$ cat config.mk
export PLATFORM = sky130hd
export DESIGN_NAME = decode_scoreboard_flat
export DESIGN_NICKNAME = d
export VERILOG_FILES = /design/src/rtl/decode_scoreboard_pkg.sv /design/src/rtl/decode_scoreboard_if.sv /design/src/rtl/scoreboard_cell.sv /design/src/rtl/decode_scoreboard.sv /design/src/flat_wrapper.sv
export SDC_FILE = /design/constraint.sdc
export NUM_CORES = 1
export LEC_CHECK = 0
export BUFFER_PORTS_ARGS = -buffer_cell sky130_fd_sc_hd__clkbuf_2
export CAP_MARGIN = 20
export CORE_ASPECT_RATIO = 1.25
export CORE_MARGIN = 2
export CORE_UTILIZATION = 55
export CTS_BUF_LIST = sky130_fd_sc_hd__clkbuf_16
export CTS_CLUSTER_SIZE = 30
export DETAILED_ROUTE_END_ITERATION = 6
export PLACE_DENSITY = 0.74
export SYNTH_ARGS = -nofsm -noshare
export SYNTH_HDL_FRONTEND = slang
export SYNTH_SLANG_ARGS = --single-unit
$ cat constraint.sdc
create_clock -name clk -period 9.25 [get_ports clk]
set_input_delay 0.925 -clock clk [delete_from_list [all_inputs] [get_ports clk]]
set_output_delay 0.925 -clock clk [all_outputs]
set_load 0.03 [all_outputs]
$ cat src/rtl/decode_scoreboard_pkg.sv
// Shared core constants and scoreboard types.
package decode_scoreboard_pkg;

   localparam int unsigned XLEN                = 32;
   localparam int unsigned GPR_ENCODE_BITS     = 5;
   localparam int unsigned GPRS_COUNT          = 32;
   localparam int unsigned SCOREBOARD_CNT_BITS = 2;

   typedef logic [GPR_ENCODE_BITS-1:0]     gpr_idx_t;
   typedef logic [SCOREBOARD_CNT_BITS-1:0] sb_cnt_t;

   localparam sb_cnt_t SbCntMax = '1;

endpackage

$ cat src/rtl/decode_scoreboard_if.sv
// Decode/execute/writeback signals seen by the issue scoreboard.
interface decode_scoreboard_if;
   import decode_scoreboard_pkg::*;

   logic            id_valid;
   gpr_idx_t        id_rs1;
   gpr_idx_t        id_rs2;
   logic            id_use_rs1;
   logic            id_use_rs2;
   gpr_idx_t        id_rd;
   logic            id_we;
   logic            ex_ready;
   logic            id_ready;
   logic            wb_we;
   gpr_idx_t        wb_rd;
   logic            flush;
   logic            busy_any;
   logic [XLEN-1:0] stall_cnt;

   modport master (
      output id_valid, id_rs1, id_rs2, id_use_rs1, id_use_rs2, id_rd, id_we,
      output ex_ready, wb_we, wb_rd, flush,
      input  id_ready, busy_any, stall_cnt
   );

   modport slave (
      input  id_valid, id_rs1, id_rs2, id_use_rs1, id_use_rs2, id_rd, id_we,
      input  ex_ready, wb_we, wb_rd, flush,
      output id_ready, busy_any, stall_cnt
   );

endinterface

$ cat src/rtl/scoreboard_cell.sv
// Pending-write counter for a single GPR.
module scoreboard_cell
   import decode_scoreboard_pkg::*;
(
   input  logic    clk,
   input  logic    rst_n,
   input  logic    inc,
   input  logic    dec,
   input  logic    clr,
   output sb_cnt_t cnt,
   output logic    full
);

   sb_cnt_t cnt_q;
   sb_cnt_t cnt_d;
   logic    dec_eff;

   always_comb begin
      // A retire against an empty counter is dropped, so it cannot cancel an increment.
      dec_eff = dec & (cnt_q != '0);
      cnt_d   = cnt_q;
      if (clr) begin
         cnt_d = '0;
      end else if (inc && !dec_eff && cnt_q != SbCntMax) begin
         cnt_d = cnt_q + sb_cnt_t'(1);
      end else if (dec_eff && !inc) begin
         cnt_d = cnt_q - sb_cnt_t'(1);
      end
   end

   always_ff @(posedge clk) begin
      if (!rst_n) begin
         cnt_q <= '0;
      end else begin
         cnt_q <= cnt_d;
      end
   end

   assign cnt  = cnt_q;
   assign full = (cnt_q == SbCntMax);

endmodule

$ cat src/rtl/decode_scoreboard.sv
// Issue scoreboard: tracks in-flight GPR writes and gates decode issue on RAW/WAW hazards.
module decode_scoreboard
   import decode_scoreboard_pkg::*;
(
   input logic                clk,
   input logic                rst_n,
   decode_scoreboard_if.slave sb
);

   sb_cnt_t               cnt [GPRS_COUNT];
   logic [GPRS_COUNT-1:0] full;
   logic [GPRS_COUNT-1:0] nonzero;
   logic                  fire;
   logic                  rs1_busy;
   logic                  rs2_busy;
   logic                  rd_blocked;
   logic [XLEN-1:0]       stall_q;
   logic [XLEN-1:0]       stall_d;

   assign cnt[0]  = '0;
   assign full[0] = 1'b0;
   assign fire    = sb.id_valid & sb.id_ready;

   for (genvar i = 1; i < GPRS_COUNT; i++) begin : g_cell
      scoreboard_cell u_cell (
         .clk   (clk),
         .rst_n (rst_n),
         .inc   (fire & sb.id_we & (sb.id_rd == gpr_idx_t'(i))),
         .dec   (sb.wb_we & ~sb.flush & (sb.wb_rd == gpr_idx_t'(i))),
         .clr   (sb.flush),
         .cnt   (cnt[i]),
         .full  (full[i])
      );
   end

   always_comb begin
      // Last outstanding write retiring now is bypassed by the negedge register-file write.
      rs1_busy = sb.id_use_rs1 & (cnt[sb.id_rs1] != '0)
               & ~((cnt[sb.id_rs1] == sb_cnt_t'(1)) & sb.wb_we & (sb.wb_rd == sb.id_rs1));
      rs2_busy = sb.id_use_rs2 & (cnt[sb.id_rs2] != '0)
               & ~((cnt[sb.id_rs2] == sb_cnt_t'(1)) & sb.wb_we & (sb.wb_rd == sb.id_rs2));
      rd_blocked = sb.id_we & (sb.id_rd != '0) & full[sb.id_rd]
                 & ~(sb.wb_we & (sb.wb_rd == sb.id_rd));
      sb.id_ready = sb.ex_ready & ~sb.flush & ~rs1_busy & ~rs2_busy & ~rd_blocked;
   end

   always_comb begin
      nonzero = '0;
      for (int i = 0; i < GPRS_COUNT; i++) begin
         nonzero[i] = (cnt[i] != '0);
      end
   end

   assign sb.busy_any = |nonzero;

   always_comb begin
      stall_d = stall_q;
      if (sb.id_valid && !sb.id_ready && !sb.flush && stall_q != '1) begin
         stall_d = stall_q + XLEN'(1);
      end
   end

   always_ff @(posedge clk) begin
      if (!rst_n) begin
         stall_q <= '0;
      end else begin
         stall_q <= stall_d;
      end
   end

   assign sb.stall_cnt = stall_q;

endmodule

$ cat src/flat_wrapper.sv
// flat-port wrapper written by rule: the top's interface ports become plain ports
module decode_scoreboard_flat import decode_scoreboard_pkg::*;
  (clk, rst_n, sb_id_valid, sb_id_rs1, sb_id_rs2, sb_id_use_rs1, sb_id_use_rs2, sb_id_rd, sb_id_we, sb_ex_ready, sb_wb_we, sb_wb_rd, sb_flush, sb_id_ready, sb_busy_any, sb_stall_cnt);
  decode_scoreboard_if sb_i ();
  input logic clk;
  input logic rst_n;
  input wire logic [$bits(sb_i.id_valid)-1:0] sb_id_valid;
  input wire logic [$bits(sb_i.id_rs1)-1:0] sb_id_rs1;
  input wire logic [$bits(sb_i.id_rs2)-1:0] sb_id_rs2;
  input wire logic [$bits(sb_i.id_use_rs1)-1:0] sb_id_use_rs1;
  input wire logic [$bits(sb_i.id_use_rs2)-1:0] sb_id_use_rs2;
  input wire logic [$bits(sb_i.id_rd)-1:0] sb_id_rd;
  input wire logic [$bits(sb_i.id_we)-1:0] sb_id_we;
  input wire logic [$bits(sb_i.ex_ready)-1:0] sb_ex_ready;
  input wire logic [$bits(sb_i.wb_we)-1:0] sb_wb_we;
  input wire logic [$bits(sb_i.wb_rd)-1:0] sb_wb_rd;
  input wire logic [$bits(sb_i.flush)-1:0] sb_flush;
  output wire logic [$bits(sb_i.id_ready)-1:0] sb_id_ready;
  output wire logic [$bits(sb_i.busy_any)-1:0] sb_busy_any;
  output wire logic [$bits(sb_i.stall_cnt)-1:0] sb_stall_cnt;
  assign sb_i.id_valid = sb_id_valid;
  assign sb_i.id_rs1 = sb_id_rs1;
  assign sb_i.id_rs2 = sb_id_rs2;
  assign sb_i.id_use_rs1 = sb_id_use_rs1;
  assign sb_i.id_use_rs2 = sb_id_use_rs2;
  assign sb_i.id_rd = sb_id_rd;
  assign sb_i.id_we = sb_id_we;
  assign sb_i.ex_ready = sb_ex_ready;
  assign sb_i.wb_we = sb_wb_we;
  assign sb_i.wb_rd = sb_wb_rd;
  assign sb_i.flush = sb_flush;
  assign sb_id_ready = sb_i.id_ready;
  assign sb_busy_any = sb_i.busy_any;
  assign sb_stall_cnt = sb_i.stall_cnt;
  decode_scoreboard u_core (.clk(clk), .rst_n(rst_n), .sb(sb_i));
endmodule
; ---- Word-level counts from Yosys, hierarchy flattened
; Index checks and enable logic that the tools add are counted.
[totals]
inputBits = 29
reg_bits = 94
memories = 0
ram_bits = 0
romBits = 0
output_inout_bits = 34
latch_bits = 0
[op_classes]
shift = 0
bitwise_logic = 122
div = 0
multipliers = 0
n_reduce_logical = 227
magnitude_cmp = 3
mux = 70
n_eq_ne = 130
addsub = 63
[op_table]
columns = cell, count
row1 = $eq A5 B5 Y1 const B, 32
row2 = $mux W2, 66
row3 = $reduce_bool A2 Y1, 64
row4 = $and A1 B1 Y1, 112
row5 = $logic_and A1 B1 Y1, 96
row6 = $eq A5 B4 Y1 const B, 16
row7 = $logic_not A1 Y1, 64
row8 = $add A2 B1 Y2 const B, 31
row9 = $eq A2 B2 Y1 const B, 31
row10 = $ne A2 B2 Y1 const B, 31
row11 = $sub A2 B1 Y2 const B, 31
row12 = $eq A5 B3 Y1 const B, 8
row13 = $add A32 B1 Y32 const B, 1
row14 = $ne A32 B32 Y1 const B, 1
row15 = $reduce_or A31 Y1, 1
row16 = $bmux W2 S5, 2
row17 = $eq A5 B2 Y1 const B, 4
row18 = $eq A5 B5 Y1, 3
row19 = $ge A6 B6 Y1 const B, 2
row20 = $not A5 Y6, 2
row21 = $eq A5 B1 Y1 const B, 2
row22 = $not A1 Y1, 8
row23 = $lt A5 B6 Y1 const B, 1
row24 = $bmux W1 S5, 1
row25 = 4 further kinds, 5

; ---- Depth between registers and ports, before layout
; Gate-level depths: netlist of run 1.
[logic_depth]
ltp_word = 20
mapped_depth = 14

; ---- Cells and area by module
; A second synthesis of run 1 with hierarchy kept.
[unflattened]
hier_cells = 954
hier_area_um2 = 7693.6
[modules_own_cells]
columns = module, instances, cells_each, area_per_inst_um2
row1 = decode_scoreboard, 1, 489, 4047.6
row2 = scoreboard_cell, 31, 15, 117.6

; ---- Worst setup path after synthesis of run 1
; No wires, ideal clock.
[synth_path]
path_type = input to output
start = in sb_id_rs1[0]
end = out sb_id_ready
t_arrival_ns = 3.252
cell_stages = 10
slack_ns = 5.073
cell_sequence = buf_2 -> buf_2 -> mux4_2 -> mux2i_1 -> nand2_1 -> o2111ai_1 -> o311ai_1 -> or3b_2 -> clkbuf_1 -> inv_1
[synth_between]
elab_chain_cells = 13
elab_cells_between_ends = 16
cone_classes = 2 x eq/ne / 3 x mux / 10 x bitwise / 1 x reduce/logical
[synth_rtl]
columns = item, line_no
row1 = "start, declared", flat_wrapper.sv:8  ; input wire logic [$bits(sb_i.id_rs1)-1:0] sb_id_rs1;
row2 = $not A5 Y6 (not written as such), "decode_scoreboard.sv:38, decode_scoreboard.sv:39"
row3 = $bmux W2 S5, "decode_scoreboard.sv:38, decode_scoreboard.sv:39"
row4 = $mux W2 (not written as such) (2 in a row), "decode_scoreboard.sv:38, decode_scoreboard.sv:39"
row5 = $eq A2 B1 Y1, decode_scoreboard.sv:39  ; & ~((cnt[sb.id_rs1] == sb_cnt_t'(1)) & sb.wb_we & (sb.wb_rd == sb.id_rs1));
row6 = $and A1 B1 Y1 (2 in a row), decode_scoreboard.sv:39
row7 = $not A1 Y1, decode_scoreboard.sv:39
row8 = $and A1 B1 Y1 (*), decode_scoreboard.sv:39
row9 = $not A1 Y1 (*), decode_scoreboard.sv:44  ; sb.id_ready = sb.ex_ready & ~sb.flush & ~rs1_busy & ~rs2_busy & ~rd_blocked;
row10 = $and A1 B1 Y1 (*) (3 in a row), decode_scoreboard.sv:44
row11 = "end, declared", flat_wrapper.sv:18  ; output wire logic [$bits(sb_i.id_ready)-1:0] sb_id_ready;
; Every way passes the cells marked *; elsewhere a longest branch is shown, timed or not. The select of a mux whose other input is x is not followed.

; ---- Worst setup path after layout of run 1
[layout_path]
start = in sb_id_rs1[1]
end = out sb_id_ready
; The elaborated chain is that of the path after synthesis.

==> summary.md, run 1 <==
| Metric | Value |
|---|---|
| Clk_lat worst skew | 0.36 ns |
| Crit path kind | input pin to output pin |
| Reg-to-reg startpoint | u_core.g_cell[1].u_cell.cnt[0] |
| Core ar. | 0.0139 mm^2 |
| CTS Buf Count | 9 |
| Post-CTS Resized | 0 |
| Most frequent cells in the layout | 107 x nand2_1, 94 x dfxtp_1, 74 x a21oi_1 |
| Hold Buf Count CTS | 0 |
| Hold WS | 0.484 ns |
| Max Cap Viol | 0 |
| DR iter-0 viols | 1126 |
| Setup repair after global routing missed its margin | false |
| Hold Crit Start | u_core.sb.stall_cnt[13] |
| Hold Path End | u_core.sb.stall_cnt[13] |
| Largest net degree at the start of global routing | 60 |
| DRT Pass-1 Iters | 6 |
| Finished Core Util | 60.4% |
| # port buffers | 62 |
| TNS Setup | 0 ns |
| IO Count | 63 |
| Relative slew slack | between 20% and 30% |
| Clock sink count | 94 |
| Count of different cell masters after synthesis | 73 |
| Required time of the worst setup path | 8.33 ns |
| DIE AREA | approximately 0.015 mm^2 |
| Layout cells sized above 1 | 17.0% |
| DPL Wire Length | 17.8 mm |
| Reg clk slew, reported paths | 0.07 ns |
| Min Tclk post-route | approximately 4.7 ns |
| Most common cell after layout, fill and taps aside | nand2_1 |
| Setup Buffers After CTS | 0 |
| Cells after synthesis | 1009 |
| Critical Path Most Common Cell | clkbuf_2 |
| Leak | 2.78 nW |
| Row count | 48 |
| DRC | 0 |
| CP top delay family | multiplexers |
| Yosys Warn Count | 0 |
| Worst-path cell chain | clkbuf_2 -> mux4_2 -> mux2i_1 -> o221ai_1 -> o311ai_0 -> o311ai_1 -> or3b_2 -> inv_1 -> clkbuf_2 |
| Area growth syn-to-layout | 6.63% |
| Clock root cell | clkbuf_16 |
| Die H | between 100 and 150 um |
| Worst R2R Setup Slack | roughly 5.5 ns |
| Total congestion overflow | 0 |
| Worst setup EP type | output pin |
| Post-synth EDFFs | 0 |
| Vias in the first global route | 7572 |
| Status | finished clean |
| Gpl congestion | 0.966 |
| Post-Layout Cell Count | 1177 |
| Final WL | 25.2 mm |
| # setup viols final | 0 |
| Final count of hold timing violations | 0 |
| CP arrival | between 3 and 4 ns |
| Achievable Freq | 213 MHz |
| Initial core utilization | 56.6% |
| CP bufs+invs | 3 |
| CTS Buffer Depth | 2 |
| Tcrit/Tclk final | 50.7% |
| Power Dens Cells | 114 mW/mm^2 |
| Worst hold stages | 2 |
| Measured slew at the worst slew-check pin | 1.11 ns |
| CTS tree | yes |
| H-tree depth | 3 |
| Pre-CTS setup slack | 4.42 ns |
| Width of the die | between 100 and 150 um |
| Top cell type's share of synthesized area | between 20% and 30% |
| #FFs+latches synth | 94 |
| Vias per std cell | 7.13 |
| GRT Total Usage | approximately a third |
| Area of the mapped netlist | between 0.007 and 0.008 mm^2 |
| Sequential cell area fraction in the yosys report | 24.0% |
| Min-delay worst type | flop to flop |
| CP Max Fanout | 18 |
| Antenna diodes | 0 |
| Placed insts | roughly 1200 |
| Critical Path Max Stage Delay | 0.70 ns |
| Syn Nets | 1039 |
| Area contributors post-synth | dfxtp_1 24%, mux4_2 7.5%, nand2_1 5.1% |
| Top_reg_cell synth | dfxtp_1 |
| First-pass GRT wire length | between 40 and 50 mm |
| WL/cell | between 20 and 25 um |
| Worst reg2reg endpoint | u_core.g_cell[4].u_cell.cnt[0] |
| CP startpoint kind | input pin |
| Filler Cells Inserted | 1251 |
| Clock skew | about 0.0073 ns |
| Setup ws final | about 4.6 ns |
| DR vias | 8395 |
| Syn Area/Cell | 7.78 um^2 |
| Initial antenna violation count | 0 |
| Final nets | 1027 |
| Crit. path cell count | 9 |
| Yosys top cell by area | dfxtp_1 |
| Antenna Violating Nets Remaining | 0 |
| CP max-delay cell | or3b_2 |
| Peak supply drop | 82.4 uV |
| Final Max Tran Viols | 0 |
| Synth async-reset ratio | 0% |
| Worst reg-to-reg path cell count | 10 |
[Yosys cell counts, types with 4 or more instances]
library cell and number:
clkbuf_1 62, and4_1 10, xnor2_1 11, nor2_1 72, o21bai_1 7, buf_6 8
nor2b_1 10, and2_1 7, mux4_2 26, nand2b_1 10, nor3b_1 5, a21bo_2 4
a21oi_1 74, o2111ai_1 5, or4_1 10, nand3_1 48, o311ai_0 5, a21o_1 9
buf_2 15, buf_1 6, or2_2 7, nor4_2 17, o31ai_1 25, mux2i_1 28
dfxtp_1 94, nor4_1 36, o221a_1 10, nand4_1 31, xor2_1 13, o21ai_0 49
o22ai_1 8, nand2_1 107, mux2_2 13, a31oi_1 30, a221oi_1 6, o211ai_1 4
o2111a_1 7, inv_1 26, and3_1 10, nor3_1 23, or3_1 12, a22oi_1 4
[kinds of logic (layout without fill, tap and decap cells)]
logic type,after synthesis,count (layout),synth area share (%)
multiplexers,69,69,13.3
XOR/XNOR,24,24,2.68
AND/OR/NAND/NOR,427,427,29.5
AO/OA/AOI/OAI,275,275,23.7
flip-flops,94,94,24.0
buffers and inverters,119,112,6.69
adder cells (fa/ha/maj),1,1,0.159
[tightest hold or removal path: stages, from the launching register on]
cell	delay, ns
dfxtp_1	0.33
nand2_1	0.06
o21bai_1	0.05
[routing by layer]
| metal | track usage [%] | share of wire [%] | wire length [um] | vias to the layer above |
|---|---|---|---|---|
| li1 | - | - | - | 3818 |
| met1 | 40.1 | 38 | 9580 | 3923 |
| met2 | 55.1 | 46 | 11600 | 549 |
| met3 | 5.98 | 11 | 2660 | 105 |
| met4 | 18.0 | 5.4 | 1350 | 0 |
| met5 | 0 | 0 | 0 | - |
[power by group]
| part | switching [mW] | internal, mW |
|---|---|---|
| Clock | 0.175 | 0.266 |
| Sequential | 0.000771 | 0.405 |
| Combinational | 0.0811 | 0.0299 |
[stage by stage]
stage / total power, mW / area [um^2]
6_report: 0.957 / 8370
5_1_grt: 0.983 / 8370
4_1_cts: 0.958 / 8370
3_5_place_dp: 0.523 / 8030
3_3_place_gp: 0.522 / 8030
2_1_floorplan: 0.494 / 7850
[worst max-delay path by stage]
| stage | slack (ns) | to | startpoint |
|---|---|---|---|
| 6_report | 4.56 | sb_id_ready | sb_id_rs1[1] |
| 5_1_grt | 4.41 | sb_id_ready | sb_id_rs1[0] |
| 4_1_cts | 4.59 | sb_id_ready | sb_id_rs1[0] |
| 3_5_place_dp | 4.42 | u_core.g_cell[20].u_cell.cnt[0] | sb_id_rd[3] |
| 3_3_place_gp | 4.48 | u_core.g_cell[5].u_cell.cnt[0] | sb_id_rd[3] |
| 2_1_floorplan | 5.07 | sb_id_ready | sb_id_rs1[0] |
[state kept, by name, indices dropped and copies added, names as in the netlist]
signal and count:
u_core.sb.stall_cnt 32, u_core.g_cell.u_cell.cnt 62
[layout make-up]
cell class	count	area [um^2]	area share [%]
Timing Repair Buffer	68	355	4.24
Sequential cell	94	1880	22.5
Tap cell	175	219	2.61
Clock buffer	9	225	2.69
Multi-Input combinational cell	796	5470	65.3
Inverter	28	105	1.26
Clock inverter	7	121	1.45
Power figures use the tool's default switching activity.
==> inputs of run 2 (changes only) <==
Clock period 9.25 ns to 4.5 ns, I/O delays scaled along.
==> run 2 against run 1 <==
Via count grew 1.7%. Combinational power is 120% higher. Hold slack improved by 0.0074 ns. Utilization grew 0.72 points. Clock power increased by 92%. Sequential power is 110% higher. Critical path depth grew 2. First-iteration DRC count rose by 11%. Critical endpoint is now u_core.g_cell[6].u_cell.cnt[0].
==> summary.md, run 2 (same netlist as run 1, synthesis figures left out) <==
| Metric | Value |
|---|---|
| Status | finished clean |
| H-tree depth | 3 (unchanged) |
| DR iter-0 viols | 1252 (+11%) |
| Most common cell after layout, fill and taps aside | nand2_1 |
| Most frequent cells in the layout | 107 x nand2_1, 94 x dfxtp_1, 74 x a21oi_1 |
| GRT Total Usage | 33.8% (+1.0 points) |
| Row count | 48 (unchanged) |
| CP max-delay cell | or3_2 |
| Gpl congestion | 1.01 (+5.0%) |
| Largest net degree at the start of global routing | 34 (-43%) |
| Crit path kind | input pin to flop |
| Leak | 2.85 nW (+2.6%) |
| Clock root cell | clkbuf_16 |
| # setup viols final | 0 (unchanged) |
| CP arrival | 4.07 ns (+0.31 ns) |
| Required time of the worst setup path | 4.76 ns (-3.57 ns) |
| Layout cells sized above 1 | 18.3% (+1.3 points) |
| Clock skew | 0.0103 ns (+0.00293 ns) |
| Antenna diodes | 0 (unchanged) |
| CP Max Fanout | 23 (+5) |
| Max Cap Viol | 0 (unchanged) |
| CTS Buffer Depth | 2 (unchanged) |
| Final Max Tran Viols | 0 (unchanged) |
| Antenna Violating Nets Remaining | 0 (unchanged) |
| Peak supply drop | 180 uV (+120%) |
| Clock sink count | 94 (unchanged) |
| Setup Buffers After CTS | 0 (unchanged) |
| Final count of hold timing violations | 0 (unchanged) |
| Critical Path Max Stage Delay | 0.70 ns (about the same) |
| Post-CTS Resized | 0 (unchanged) |
| Power Dens Cells | 227 mW/mm^2 (+98%) |
| Total congestion overflow | 0 (unchanged) |
| Reg clk slew, reported paths | 0.07 ns (about the same) |
| CP startpoint kind | input pin |
| Vias per std cell | 7.15 (+0.24%) |
| Relative slew slack | 24.6% (-1.0 points) |
| CTS Buf Count | 9 (unchanged) |
| Setup repair after global routing missed its margin | false |
| Finished Core Util | 61.1% (+0.72 points) |
| Achievable Freq | roughly 260 MHz |
| Width of the die | 111 um (unchanged) |
| Vias in the first global route | 7670 (+1.3%) |
| Tcrit/Tclk final | 84.7% |
| Worst-path cell chain | clkbuf_2 -> mux2_4 -> a221o_1 -> a311o_1 -> o2111ai_1 -> o311ai_1 -> or3_2 -> buf_4 -> nor3_1 -> mux2_2 -> o221a_1 |
| Fin area | 0.00847 mm^2 (+1.2%) |
| Min Tclk post-route | 3.81 ns |
| WL/cell | 21.9 um (+2.1%) |
| Die H | 138 um (unchanged) |
| Initial antenna violation count | 0 (unchanged) |
| DRC | 0 (unchanged) |
| Clk_lat worst skew | 0.36 ns (about the same) |
| Initial core utilization | 56.6% (unchanged) |
| Measured slew at the worst slew-check pin | 1.13 ns (+0.0201 ns) |
| Final WL | 26.1 mm (+3.6%) |
| Placed cell areas | 0.00815 mm^2 (+1.5%) |
| CP bufs+invs | 2 (-1) |
| CP top delay family | compound AO/OA/AOI/OAI gates |
| IO Count | 63 (unchanged) |
| DPL Wire Length | 19.0 mm (+6.3%) |
| Final nets | 1044 (+1.7%) |
| Worst setup EP type | flop |
| DRT Pass-1 Iters | 6 (unchanged) |
| DR vias | 8537 (+1.7%) |
| DIE AREA | 0.0153 mm^2 (unchanged) |
| Hold Buf Count CTS | 0 (unchanged) |
| # port buffers | 62 (unchanged) |
| CTS tree | yes |
| Core ar. | 0.0139 mm^2 (unchanged) |
| Max reg flops | 62 (unchanged) |
| TNS Setup | 0 ns (unchanged) |
| Min-delay worst type | flop to flop |
| First-pass GRT wire length | 40.9 mm (+2.0%) |
| Area growth syn-to-layout | 7.90% |
==> run 2: changes by cell type in the layout (fill, tap and decap cells not counted) <==
| cell | before | now |
|---|---|---|
| nor3_1 | 21 | 22 |
| bufinv_16 | 3 | 2 |
| clkinv_1 | 2 | 1 |
| inv_1 | 26 | 27 |
| clkinvlp_4 | 1 | 2 |
| nor3_2 | 5 | 4 |
| buf_4 | 6 | 23 |
==> run 2: layer usage <==
metal / vias up / track usage, % / share of wire [%]
met5: - / 0 / 0
met4: 0 / 21.3 / 6.3
met3: 147 / 5.90 / 10
met2: 552 / 55.8 / 46
met1: 3978 / 41.3 / 38
li1: 3860 / - / -
==> run 2: power by group <==
part | internal [mW] | total (mW) | switching (mW)
logic | 0.0694 | 0.241 | 0.171
registers | 0.832 | 0.834 | 0.00148
clock network | 0.490 | 0.847 | 0.357
total | 1.39 | 1.92 | 0.530
==> run 2: final cells by class <==
class / count / area [um^2]
Fill cell: 1243 / 5400
Clock buffer: 9 / 225
Clock inverter: 7 / 98.8
Timing Repair Buffer: 85 / 483
Sequential cell: 94 / 1880
Inverter: 28 / 105
Tap cell: 175 / 219
Multi-Input combinational cell: 796 / 5460
==> run 2: worst paths after layout <==
check,end,slack [ns],cells after the start,start
max,u_core.g_cell[6].u_cell.cnt[0],0.69,11,sb_id_rs1[1]
min reg2reg,u_core.sb.stall_cnt[13],0.49,2,u_core.sb.stall_cnt[13]
min,u_core.sb.stall_cnt[13],0.49,2,u_core.sb.stall_cnt[13]
max reg2reg,u_core.g_cell[6].u_cell.cnt[0],0.69,10,u_core.g_cell[1].u_cell.cnt[0]
==> run 2: stage by stage <==
step / hold WS (ns) / setup slack [ns] / power [mW] / std cells
3_5_place_dp: 0.485 / 0.326 / 1.09 / 1178
3_3_place_gp: 0.474 / 0.406 / 1.08 / 1178
5_1_grt: 0.512 / 0.389 / 1.98 / 1194
4_1_cts: 0.492 / 0.717 / 1.93 / 1194
2_1_floorplan: 0.489 / 1.10 / 1.02 / 1009
6_report: 0.491 / 0.690 / 1.92 / 1194
==> run 2: worst register-to-register path, delay by kind of cell (launching register included) <==
family / cells / cell delay (ns)
AO/OA/AOI/OAI: 5 / 1.22
AND/OR/NAND/NOR: 2 / 1.01
multiplexers: 2 / 0.70
flip-flops: 1 / 0.45
buffers and inverters: 1 / 0.31
==> inputs of run 3 (changes only) <==
Clock period 4.5 ns to 3.55 ns, I/O delays scaled along.
==> run 3 against run 2 <==
Critical path type is now flop to output pin. First-iteration DRC count shrank 8.9%. Largest power group is now registers. Combinational power grew 44%. Setup slack lost 0.59 ns. Critical endpoint is now sb_id_ready.
==> summary.md, run 3 (same netlist as run 1, synthesis figures left out) <==
| Metric | Value |
|---|---|
| Status | finished clean |
| Initial antenna violation count | 1 (+1) |
| Finished Core Util | 64.6% (+3.6 points) |
| CP arrival | 3.09 ns (-0.98 ns) |
| Final Max Tran Viols | 0 (unchanged) |
| Final nets | 1102 (+5.6%) |
| Post-Layout Cell Count | 1252 (+4.9%) |
| Clock root cell | clkbuf_16 |
| DRT Pass-1 Iters | 6 (unchanged) |
| DPL Wire Length | 20.1 mm (+6.0%) |
| Vias per std cell | 7.04 (-1.6%) |
| DR iter-0 viols | 1141 (-8.9%) |
| Metal1 wirelength | 10.1 mm (+2.3%) |
| Worst setup EP type | output pin |
| DR top layer | met4 |
| DIE AREA | 0.0153 mm^2 (unchanged) |
| Leak | 3.15 nW (+11%) |
| H-tree depth | 3 (unchanged) |
| Total congestion overflow | 0 (unchanged) |
| Max reg flops | 62 (unchanged) |
| IO Count | 63 (unchanged) |
| GRT Total Usage | 35.2% (+1.4 points) |
| # port buffers | 62 (unchanged) |
| Worst-path cell chain | mux4_2 -> mux2i_2 -> nor2_1 -> o2111ai_1 -> o311ai_1 -> buf_4 -> or3b_2 -> buf_4 -> inv_1 -> clkbuf_2 |
| Setup repair after global routing missed its margin | false |
| WL/cell | 21.6 um (-1.3%) |
| CP max-delay cell | or3b_2 |
| CP Max Fanout | 10 (-57%) |
| Row count | 48 (unchanged) |
| Power Dens Cells | 259 mW/mm^2 (+14%) |
| DRC | 0 (unchanged) |
| Gpl congestion | 1.11 (+9.7%) |
| Met3 Wirelength | 2.75 mm (+4.5%) |
| Core ar. | 0.0139 mm^2 (unchanged) |
| CTS Buffer Depth | 2 (unchanged) |
| Met2 wire length | 12.3 mm (+3.0%) |
| Relative slew slack | 44.2% (+20 points) |
| Width of the die | 111 um (unchanged) |
| Min-delay worst type | input pin to flop |
| DR vias | 8811 (+3.2%) |
| Clock sink count | 94 (unchanged) |
| Reg clk slew, reported paths | 0.07 ns (about the same) |
| Max Cap Viol | 0 (unchanged) |
| CP startpoint kind | flop |
| Placed cell areas | 0.00867 mm^2 (+6.4%) |
| Clock skew | 0.00732 ns (-0.00294 ns) |
| Most common cell after layout, fill and taps aside | nand2_1 |
| Tcrit/Tclk final | a little over nine tenths |
| Setup Buffers After CTS | 0 (unchanged) |
| Most frequent cells in the layout | 107 x nand2_1, 93 x dfxtp_1, 74 x a21oi_1, 74 x buf_4, 72 x nor2_1 |
| Fin area | 0.00897 mm^2 (+5.8%) |
| Peak supply drop | 243 uV (+35%) |
| CTS tree | yes |
| CTS Buf Count | 9 (unchanged) |
| Required time of the worst setup path | 3.19 ns (-1.57 ns) |
| Crit path kind | flop to output pin |
| Area growth syn-to-layout | 14.2% |
| Min Tclk post-route | around 3.4 ns |
| Final WL | 27.0 mm (+3.5%) |
| # setup viols final | 0 (unchanged) |
| Die H | 138 um (unchanged) |
| Initial core utilization | 56.6% (unchanged) |
| Final count of hold timing violations | 0 (unchanged) |
| Critical Path Most Common Cell | buf_4 |
| Layout cells sized above 1 | 23.0% (+4.8 points) |
| Antenna diodes | 0 (unchanged) |
| Placed insts | 1236 (+4.9%) |
| Measured slew at the worst slew-check pin | 0.838 ns (-0.289 ns) |
| TNS Setup | 0 ns (unchanged) |
| Clk_lat worst skew | 0.36 ns (about the same) |
| Critical Path Max Stage Delay | 0.52 ns (-0.18 ns) |
| Achievable Freq | roughly 290 MHz |
| Antenna Violating Nets Remaining | 0 (unchanged) |
| First-pass GRT wire length | 42.5 mm (+3.9%) |
| Largest net degree at the start of global routing | 34 (unchanged) |
| Vias in the first global route | 8087 (+5.4%) |
| Pwr Total | 2.33 mW (+21%) |
run 3: cell types whose count changed in the layout (fill, tap and decap cells not counted), sizes merged:
cell,previous run,this run
buf,23,81
bufinv,2,0
clkinv,2,4
run 3: through the flow:
step,setup slack (ns),hold WS (ns)
CTS,0.0908,0.458
detailed placement,-0.0774,0.486
floorplan,0.245,0.489
global route,0.0105,0.494
finish,0.103,0.443
global placement,-0.0352,0.470
run 3: worst max-delay path, delay by kind of cell (launching register included):
family	cells	cell delay [ns]
multiplexers	2	0.72
AND/OR/NAND/NOR	2	0.59
flip-flops	1	0.43
AO/OA/AOI/OAI	2	0.36
buffers and inverters	4	0.64
run 3: where the power goes:
part / switching (mW) / total, mW / internal, mW
Combinational: 0.229 / 0.348 / 0.119
Clock: 0.445 / 0.921 / 0.476
Sequential: 0.00196 / 1.06 / 1.06
run 3: repair_timing:
| action | CTS | global route |
|---|---|---|
| hold buffers | 0 | 0 |
| setup endpoints to repair | 0 | 16 |
| endpoints found under the hold margin | 0 | 0 |
| gates resized for setup | 0 | 6 |
run 3: cell type report:
cell class	instances	area, um^2
clock buffer	9	225
clock inverter	7	50.0
fill	1230	4910
inverter	28	105
multi-input combinational	796	5480
sequential	94	1880
tap	175	219
timing repair buffer	143	1010
run 3: final timing paths:
path                                                 startpoint                               to  slack [ns]  cells past startpoint
worst max-delay path            u_core.g_cell[27].u_cell.cnt[0]                      sb_id_ready        0.10                     10
worst max register to register   u_core.g_cell[9].u_cell.cnt[0]  u_core.g_cell[26].u_cell.cnt[0]        0.18                     11
worst min-delay path                                      rst_n          u_core.sb.stall_cnt[26]        0.44                      2
worst min register to register          u_core.sb.stall_cnt[13]          u_core.sb.stall_cnt[13]        0.50                      2
run 3: layer usage:
metal	vias to the layer above	global-route usage, %
met1	4094	42.0
met5	-	0
met4	0	21.9
met2	556	58.4
li1	3991	-
met3	170	7.44
